**config.mk**
```make
export PLATFORM = sky130hd
export DESIGN_NAME = note_sequencer
export DESIGN_NICKNAME = d
export VERILOG_FILES = /design/src/rtl/note_sequencer.sv
export SDC_FILE = /design/constraint.sdc
export NUM_CORES = 1
export LEC_CHECK = 0
export CELL_PAD_IN_SITES_DETAIL_PLACEMENT = 1
export CELL_PAD_IN_SITES_GLOBAL_PLACEMENT = 1
export CORE_ASPECT_RATIO = 0.7
export CORE_UTILIZATION = 42
export CTS_CLUSTER_SIZE = 20
export DETAILED_ROUTE_END_ITERATION = 8
export GPL_TIMING_DRIVEN = 0
export PLACE_DENSITY = 0.83
export SLEW_MARGIN = 20
export SYNTH_ARGS = -nofsm -noshare
export SYNTH_HDL_FRONTEND = slang
export SYNTH_SLANG_ARGS = --single-unit
```
**constraint.sdc**
```tcl
create_clock -name clk -period 4.12 [get_ports clk]
set_input_delay 0.618 -clock clk [delete_from_list [all_inputs] [get_ports clk]]
set_output_delay 0.618 -clock clk [all_outputs]
set_load 0.01 [all_outputs]
```
**src/rtl/note_sequencer.sv**
```systemverilog
// note_sequencer: records the live key stream as {note, duration} events into
// the note buffer and plays them back to the tone generator, optionally looping.
module note_sequencer #(
    parameter int ADDR_W   = 8,
    parameter int NOTE_W   = 6,
    parameter int DUR_W    = 8,
    parameter int TICK_DIV = 50000
) (
    input  logic                      clk,
    input  logic                      rst_n,
    input  logic                      rec_start,
    input  logic                      play_start,
    input  logic                      stop,
    input  logic                      loop_en,
    input  logic [NOTE_W-1:0]         key_note,
    output logic                      buf_wr_en,
    output logic [ADDR_W-1:0]         buf_addr,
    output logic [NOTE_W+DUR_W-1:0]   buf_wdata,
    input  logic [NOTE_W+DUR_W-1:0]   buf_rdata,
    output logic [NOTE_W-1:0]         pb_note,
    output logic [1:0]                state,
    output logic [ADDR_W:0]           rec_len,
    output logic                      full
);
    localparam int PW = TICK_DIV > 1 ? $clog2(TICK_DIV) : 1;
    localparam logic [PW-1:0] PMAX = PW'(TICK_DIV - 1);
    localparam logic [DUR_W-1:0] DMAX = '1;
    localparam logic [ADDR_W:0] LAST = {1'b0, {ADDR_W{1'b1}}};

    typedef enum logic [1:0] {IDLE, REC, PLAY_RD, PLAY_HOLD} state_t;

    state_t st, st_n;
    logic [PW-1:0] presc, presc_n;
    logic [NOTE_W-1:0] cur_note, cur_n, pb_n;
    logic [DUR_W-1:0] dur, dur_n, hold, hold_n;
    logic [ADDR_W-1:0] rd_idx, rd_n, addr_n;
    logic [ADDR_W:0] rec_len_n;
    logic [NOTE_W+DUR_W-1:0] wdata_n;
    logic ph, ph_n, we_n, full_n, tick, playing;

    assign tick = presc == PMAX;
    assign playing = st == PLAY_RD || st == PLAY_HOLD;
    assign state = st;

    always_comb begin
        st_n = st;
        presc_n = tick ? '0 : presc + 1'b1;
        cur_n = cur_note;
        dur_n = dur;
        hold_n = hold;
        rd_n = rd_idx;
        ph_n = 1'b0;
        rec_len_n = rec_len;
        full_n = full;
        we_n = 1'b0;
        addr_n = buf_addr;
        wdata_n = buf_wdata;
        pb_n = pb_note;
        case (st)
            IDLE: if (play_start && rec_len != '0) begin
                st_n = PLAY_RD;
                rd_n = '0;
                addr_n = '0;
            end
            REC: begin
                if (tick) dur_n = dur + 1'b1;
                if (stop || key_note != cur_note || dur == DMAX) begin
                    cur_n = key_note;
                    dur_n = '0;
                    // zero-duration events are key bounce and are dropped
                    if (dur != '0) begin
                        we_n = 1'b1;
                        addr_n = rec_len[ADDR_W-1:0];
                        wdata_n = {cur_note, dur};
                        rec_len_n = rec_len + 1'b1;
                        full_n = rec_len == LAST;
                    end
                    if (stop || full_n) st_n = IDLE;
                end
            end
            PLAY_RD: if (!ph) ph_n = 1'b1;
            else begin
                pb_n = buf_rdata[NOTE_W+DUR_W-1:DUR_W];
                hold_n = buf_rdata[DUR_W-1:0];
                presc_n = '0;
                st_n = PLAY_HOLD;
            end
            default: if (tick) begin
                hold_n = hold - 1'b1;
                if (hold <= DUR_W'(1)) begin
                    if ({1'b0, rd_idx} + 1'b1 < rec_len) begin
                        rd_n = rd_idx + 1'b1;
                        addr_n = rd_idx + 1'b1;
                        st_n = PLAY_RD;
                    end else if (loop_en) begin
                        rd_n = '0;
                        addr_n = '0;
                        st_n = PLAY_RD;
                    end else begin
                        pb_n = '0;
                        st_n = IDLE;
                    end
                end
            end
        endcase
        if (playing && stop) begin
            st_n = IDLE;
            pb_n = '0;
        end else if (playing && play_start && !rec_start) begin
            st_n = PLAY_RD;
            rd_n = '0;
            addr_n = '0;
            ph_n = 1'b0;
        end
        if (rec_start && !stop) begin
            st_n = REC;
            cur_n = key_note;
            dur_n = '0;
            presc_n = '0;
            rec_len_n = '0;
            full_n = 1'b0;
            pb_n = '0;
            we_n = 1'b0;
        end
    end

    always_ff @(posedge clk or negedge rst_n) begin
        if (!rst_n) begin
            st <= IDLE;
            presc <= '0;
            cur_note <= '0;
            dur <= '0;
            hold <= '0;
            rd_idx <= '0;
            ph <= 1'b0;
            rec_len <= '0;
            full <= 1'b0;
            buf_wr_en <= 1'b0;
            buf_addr <= '0;
            buf_wdata <= '0;
            pb_note <= '0;
        end else begin
            st <= st_n;
            presc <= presc_n;
            cur_note <= cur_n;
            dur <= dur_n;
            hold <= hold_n;
            rd_idx <= rd_n;
            ph <= ph_n;
            rec_len <= rec_len_n;
            full <= full_n;
            buf_wr_en <= we_n;
            buf_addr <= addr_n;
            buf_wdata <= wdata_n;
            pb_note <= pb_n;
        end
    end
endmodule

```
After elaboration in Yosys (flattened, before gate mapping) --
Cells that the tools add are included.
Word-level totals: register bits 88, output and inout bits 41, word-level logic and storage cells 140
Operators by class: $add $sub $neg 6, order comparisons 2, equal/unequal tests 16, multiplexer cells 70, bitwise gates (word level) 1, reductions and logical operators 32
Operators with widths (number):
- 2-to-1 mux 8 bit | 22
- 2-to-1 mux 16 bit | 4
- 2-to-1 mux 6 bit | 10
- 2-to-1 mux 9 bit | 4
- case mux 8 bit (2 select lines) | 2
- case mux 8 bit (3 select lines) | 1
- 2-to-1 mux 2 bit | 11
- adder 16 x 1 -> 16 bit (second input constant) | 1
- adder 8 x 1 -> 8 bit (second input constant) | 2
- equality test 16 bit (second input constant) | 1
- inequality test 5 bit (second input constant) | 3
- 2-to-1 mux 1 bit | 14
- nonzero test 7 bit | 2
- case mux 6 bit (2 select lines) | 1
- AND reduction 6 bit | 2
- adder 8 x 1 -> 9 bit (second input constant) | 1
- adder 9 x 1 -> 9 bit (second input constant) | 1
- equality test 9 x 8 -> 1 bit (second input constant) | 1
- < comparator 9 bit | 1
- AND reduction 3 bit | 3
- nonzero test 9 bit | 1
- equality test 8 bit (second input constant) | 1
- <= comparator 8 x 1 -> 1 bit (second input constant) | 1
- inequality test 4 x 2 -> 1 bit (second input constant) | 2
- other kinds (20) | 35

Longest topological paths before layout --
Gate-level depths: netlist (run 1).
depth in word-level cells 12, mapped depth 12, gate-level depth less buffers 11

Worst setup path before layout (run 1) --
OpenSTA, ideal clock, no wires.
path kind register -> register, start point reg rd_idx[0], end point reg st[1], in the netlist state[1], data arrival time 3.175 ns, required time 3.992 ns, slack 0.818 ns, stages on the path, launching flop included 13, path buffers 1, cells stage by stage dfrtp_1 ha_1 and3_1 and3_1 and3_1 ha_1 and4_1 nor2b_1 inv_1 a21oi_1 clkbuf_1 a31oi_1 mux2_1
On the way: cells in the longest elaborated chain, start to end 9
Ends and longest elaborated chain:
- from (decl) | line 36 | logic [ADDR_W-1:0] rd_idx, rd_n, addr_n;
- from (signal assigned) | line 148 | rd_idx <= rd_n;
- adder 8 x 1 -> 9 bit | line 91 | if ({1'b0, rd_idx} + 1'b1 < rec_len) begin
- < comparator 9 bit | line 91
- 2-to-1 mux 2 bit | line 91
- 2-to-1 mux 2 bit | line 90 | if (hold <= DUR_W'(1)) begin
- 2-to-1 mux 2 bit | line 88 | default: if (tick) begin
- case mux 2 bit (3 select lines) | line 59 | case (st)
- 2-to-1 mux 2 bit | line 109 | end else if (playing && play_start && !rec_start) begin
- 2-to-1 mux 2 bit | line 106 | if (playing && stop) begin
- 2-to-1 mux 2 bit | line 115 | if (rec_start && !stop) begin
- to (signal assigned) | line 143 | st <= st_n;
- to (decl) | line 32 | state_t st, st_n;
No other way between the ends. The select of a mux whose other input is x is not followed. A chain may end at the register's enable or synchronous reset.

Worst setup path after layout (run 1) --
Same ends and word-level chain as after synthesis.

==> impl_results.md, run 1 <==
- Final Max Tran Viols: 0
- Clock Sinks: around 90
- Hold Worst Slack: around 300 ps
- H-tree levels: 3
- Yosys top cell area share: 42.21%
- Wire per inst: 19.42 um
- RSZ-0062 raised after global routing: false
- Yosys reg bits: 88
- DRT iter0 DRCs: 165
- Crit share post-route: 94.47%
- Row cnt: 33
- Synth-to-layout area growth: 22.69%
- Hpwl dp: approximately 11000 um
- Core footprint: 11890 um2
- Vias in the first global route: ~4800
- Via Count: 4612
- GR Util All Layers: 25.44%
- Final Hold Viols: 0
- Syn. warnings: 0
- PwrDens: 499.2 nW/um2
- Synth top area cells: dfrtp_1 (42%), ha_1 (5.5%), mux2_2 (5.2%), nor2_1 (4.5%), o21ai_0 (3.7%)
- Via/cell ratio: 5.845
- Initial antenna violation count: 0
- DRT antenna net count: 0
- Final net count: 676
- Drc violations: 0
- Layout Skew: 11.33 ps
- Register area share after synthesis: 42.21%
- Clock latency on the worst-skew pair: 350 ps
- Worst min path class: input port to asynchronous set/reset pin
- Most frequent cells in the layout: dfrtp_1 (88), clkdlybuf4s50_1 (65), nor2_1 (62)
- Leak: about 2.6 nW
- First-pass GRT wire length: between 20000 and 30000 um
- Status: complete, no violations
- Initial Utilization: 43.88%
- Largest net degree at the start of global routing: 50
- Share of layout cells above drive strength 1: 10.28%
- Mapped Avg Cell Area: 9.504 um2
- Final instance area: 6401 um2
- Max IR drop VDD: 0.0002616 V
- DP Worst Slack: -8.830 ps
- Remaining global-route overflow: 0
- IO buf count: between 60 and 70
- Root buf cell: clkbuf_16
- Clk slew on worst S/H paths: ~70 ps
- # diodes: 0
- Max-Cap Viols: 0
- Inserted Clock Buffers: 9
- Die ar.: between 10000 and 15000 um2
- Placed inst area: 6092 um2
- Postcts setup bufs: 0
- Final WL: between 15000 and 20000 um
- Max_slew headroom: 33.99%
- Synth cell types: 66
- Crit path kind: register to register
- Crit start category: register
- Bufs on Longest Clock Path: 2
- RePlAce Congestion: 0.8242
- Final min period: 3892 ps
- Die Ht: 95.25 um
- Slew @ Worst Pin: 982.6 ps
- Commonest non-fill, non-tap cell in the layout: dfrtp_1
- Die width: between 100 and 150 um
- Max Fclk: 0.2569 GHz
- Post-route setup slack: roughly 230 ps
- Post-Synthesis Cells: 549
- IO Count: 67
- CP max FO: 10
- Crit path required time: 4350 ps
- First drt pass iteration count: 4
- Syn nets: 598
- Synth async-reset ratio: 100.0%
- CTS Hold Bufs: 0
- Crit path DAT: just over 4000 ps
- Post-Syn Area: 5218 um2
- Crit path capture type: register
- Top_reg_cell synth: dfrtp_1
- Post-synth EDFFs: 0
- Util after Layout: 53.83%
- Leading area contributor after synthesis: dfrtp_1
- Setup Viol. Count Final: 0
- CTS tree: built
## critical path, cell delays in order (launching register included)
cell      delay, ps
dfrtp_1         460
ha_1            300
and3_1          220
and3_1          220
and3_1          200
ha_1            320
and4_1          350
nor2b_1         400
inv_1           160
a21oi_2         330
clkbuf_2        310
a31oi_1         140
mux2_1          340
## metrics by stage
stage	std cells	TNS, ps	power (W)
final	789	0	0.003195
after global routing	789	0	0.003379
after CTS	789	0	0.003210
after detailed placement	773	-8.830	0.002350
after global placement	772	-67850	0.002277
after floorplan	549	0	0.001868
## sequential cells by signal, indices dropped and copies added (netlist names)
signal     flops
dur            8
rec_len        9
buf_wr_en      1
hold           8
buf_wdata     14
presc         16
cur_note       6
ph             1
pb_note        6
state          2
full           1
rd_idx         8
buf_addr       8
## synth_stat cells, types with 2 or more instances
master and number:
dfrtp_1 88, nor2_1 62, o21ai_0 39, nand2_1 38, a21oi_1 27, inv_1 24
mux2_2 24, ha_1 23, clkbuf_1 20, xor2_1 20, nand3_1 19, nor3_1 18
xnor2_1 15, a311oi_1 8, nand4_1 8, a221oi_1 7, a32oi_1 7, and3_1 7
nand3b_1 7, or3_1 7, and4_1 5, mux2i_1 4, nor4_1 4, a31oi_1 3
a41o_1 3, buf_2 3, nand2b_1 3, nor2b_1 3, nor4_2 3, o211ai_1 3
o31ai_1 3, or2_2 3, a211oi_1 2, a21o_1 2, a22oi_1 2, and2_1 2
nand4b_1 2, nor4bb_1 2, o22ai_1 2
## where the power goes
part           switching, W  internal (W)  total [W]
logic              0.000622      0.000511    0.00113
registers          0.000173       0.00104    0.00121
clock network      0.000374      0.000476   0.000849
## per-layer routing
layer  GRT usage [%]  share of wire [%]  vias up
li1                -                  -     2156
met5               0                  0        -
met2           43.08                 48      114
met3           4.997                4.4       10
met4           5.056               0.86        0
met1           33.98                 47     2332
## final timing paths
| kind | cells past startpoint | end | slack, ps | from |
|---|---|---|---|---|
| hold reg to reg | 1 | buf_wdata[13] | 510 | buf_wdata[13] |
| min in group clk | 1 | buf_wdata[13] | 510 | buf_wdata[13] |
| setup reg to reg | 12 | state[1] | 230 | rd_idx[0] |
| setup / recovery | 12 | state[1] | 230 | rd_idx[0] |
| max in group asynchronous | 2 | presc[10] | 3160 | rst_n |
| hold / removal | 1 | buf_wdata[11] | 300 | rst_n |
## logic make-up after synthesis
logic type	count (synthesis)	share of synthesized area, %
buffers and inverters	49	3.669
adders and majority gates	23	5.516
DFF	88	42.21
muxes	29	6.163
xor gates and xnor gates	35	5.875
and+or+nand+nor	204	20.70
AOI/OAI and AO/OA	121	15.88
## repair_timing
action / 4_1_cts / 5_1_grt
pin swaps: 0 / 0
resized for setup: 1 / 2
hold endpoints to repair: 0 / 0
setup endpoints to repair: 1 / 4
## area by class of cell
type,count,area [um2]
fillers,1360,5490
clock inverters,7,78.83
well taps,157,196.4
clock buffers,9,225.2
repair buffers,67,678.2
plain buffers,25,102.6
flip-flops and latches,88,2202
inverters,24,90.09
multi-input cells,412,2828
Note: power is estimated with default switching activity, not from simulation.
==> run 2: changes to the inputs <==
- CORE_UTILIZATION: 42 -> 43
- PLACE_DENSITY: 0.83 -> 0.9
==> impl_results.md, run 2 (synthesis results as in run 1) <==
- Status: complete, no violations
- Design Power: 0.003274 W
- CTS tree: built
- CP Buf/Inv Count: 0
- Initial antenna violation count: 0
- Largest regs: presc x16, buf_wdata x14, rec_len x9
- Drc violations: 0
- Most frequent cells in the layout: dfrtp_1 (88), clkdlybuf4s50_1 (65), nor2_1 (62)
- Leak: 2.636 nW
- Crit start category: register
- Largest net degree at the start of global routing: 49
- Synth-to-layout area growth: 23.07%
- Final std cells w/o fill: between 700 and 800
- # diodes: 0
- Max stage delay cell, worst path: nor3_1
- Die width: 133.7 um
- IO buf count: 66
- Die Ht: 94.16 um
- Critical path's top delay family: simple AND/OR/NAND/NOR gates
- Sequential Power Share: 37.2%
- Worst min path class: input port to asynchronous set/reset pin
- Sw power: 0.001186 W
- Crit path kind: register to register
- Initial Utilization: 44.34%
- Internal power: 0.002088 W
- Multi-input gate area: 2830 um2
- First-pass GRT wire length: 26480 um
- Crit path DAT: 4000 ps
- First drt pass iteration count: 4
- CP Launch Point: rd_idx[0]
- Placed cells: 773
- Crit-path cells: ha_1 > and3_1 > and3_1 > and3_1 > ha_1 > nand2_1 > o21ai_0 > a41o_1 > nor2_1 > nor3_1 > o21ai_0
- Vias in the first global route: 5018
- R2r startpoint: rd_idx[0]
- Layout Skew: 8.559 ps
- Via Count: 4681
- Clock Sinks: 88
- Commonest non-fill, non-tap cell in the layout: dfrtp_1
- Crit path capture type: register
- Sequential Area: between 2000 and 2500 um2
- Slowest Stage Delay on Critical Path: 700 ps
- Slew @ Worst Pin: 1043 ps
- Clk slew on worst S/H paths: 70 ps
- Hpwl dp: 11520 um
- Crit share post-route: between 90% and 100%
- Max_slew headroom: 29.92%
- Clock network power share: around 28%
- Final Max Tran Viols: 0
- Row cnt: 33
- DRT iter0 DRCs: between 200 and 250
- Setup Viol. Count Final: 0
- H-tree levels: 3
- RSZ-0062 raised after global routing: false
- Remaining global-route overflow: 0
- Util after Layout: about 55%
- Die ar.: 12590 um2
- RePlAce Congestion: about 0.85
- Most frequent cell on the critical path: and3_1
- CTS Hold Bufs: 0
- Final WL: around 16000 um
- Hold Worst Slack: a little under 300 ps
- Final net count: 676
- Sw frac: 36.23%
- Crit path required time: 4300 ps
- Share of layout cells above drive strength 1: approximately a tenth
- Number of flip-flops in the largest register: 16
- PwrDens: 509.8 nW/um2
- Max IR drop VDD: 0.0002381 V
- DRT antenna net count: 0
- Inserted Clock Buffers: 9
- CP max FO: 7
- Max-Cap Viols: 0
- Core footprint: 11770 um2
- Clock latency on the worst-skew pair: roughly 350 ps
- Via/cell ratio: 5.933
- IO Count: 67
- Fillcell total: approximately 1300
- GR Util All Layers: between 20 and 30%
- Setup TNS: 0 ps
- Wire per inst: a little over 20 um
- Largest Register: presc
- Bufs on Longest Clock Path: 2
- Root buf cell: clkbuf_16
- Final Hold Viols: 0
- Gate power share: 35.2%
- Max Fclk: 0.2620 GHz
- Final min period: approximately 3800 ps
==> run 2: metrics by stage <==
stage	cell area, um2	setup WS [ps]
floorplan	5218	817.5
global placement	6075	-837.4
detailed placement	6092	68.17
CTS	6415	124.3
global route	6421	119.8
finish	6421	303.8
==> run 2: path summary, 6_finish.rpt <==
path,end,slack (ps),depth (start not counted)
hold reg to reg,buf_wdata[6],510,1
setup / recovery,pb_note[0],300,11
hold / removal,cur_note[3],300,1
min in group clk,buf_wdata[6],510,1
max in group asynchronous,presc[5],3150,2
setup reg to reg,pb_note[0],300,11
==> run 2: worst reg2reg max path, cell delays in order, from the launching register on <==
cell and delay (ps):
dfrtp_1 450, ha_1 300, and3_1 220, and3_1 240, and3_1 230, ha_1 340, nand2_1 60, o21ai_0 480
a41o_1 260, nor2_1 130, nor3_1 700, o21ai_0 250
==> run 2: layout make-up <==
class / count / area share, %
Buffer: 25 / 1.598
Sequential cell: 88 / 34.29
Clock inverter: 6 / 1.442
Clock buffer: 10 / 3.566
Tap cell: 157 / 3.059
Multi-Input combinational cell: 412 / 44.08
Inverter: 24 / 1.403
Timing Repair Buffer: 67 / 10.56
==> run 2: power groups by stage <==
| stage | logic [W] | clock network (W) | registers, W |
|---|---|---|---|
| finish | 0.00115 | 0.000903 | 0.00122 |
| floorplan | 0.000645 | 0 | 0.00122 |
| CTS | 0.00115 | 0.000916 | 0.00122 |
| global placement | 0.00106 | 0 | 0.00121 |
| global route | 0.00126 | 0.000943 | 0.00124 |
| detailed placement | 0.00114 | 0 | 0.00122 |
==> run 2: timing repair <==
action | CTS | global route
gates resized for setup | 1 | 2
setup buffers | 0 | 0
setup endpoints to repair | 1 | 6
==> run 2: per-layer routing <==
| metal | up-vias | routed length, um | part of all wire, % | GRT usage, % |
|---|---|---|---|---|
| met3 | 25 | 679 | 4.2 | 5.987 |
| met5 | - | 0 | 0 | 0 |
| met1 | 2404 | 7115 | 44 | 33.89 |
| met2 | 106 | 8100 | 50 | 47.87 |
| li1 | 2146 | - | - | - |
| met4 | 0 | 272 | 1.7 | 8.333 |
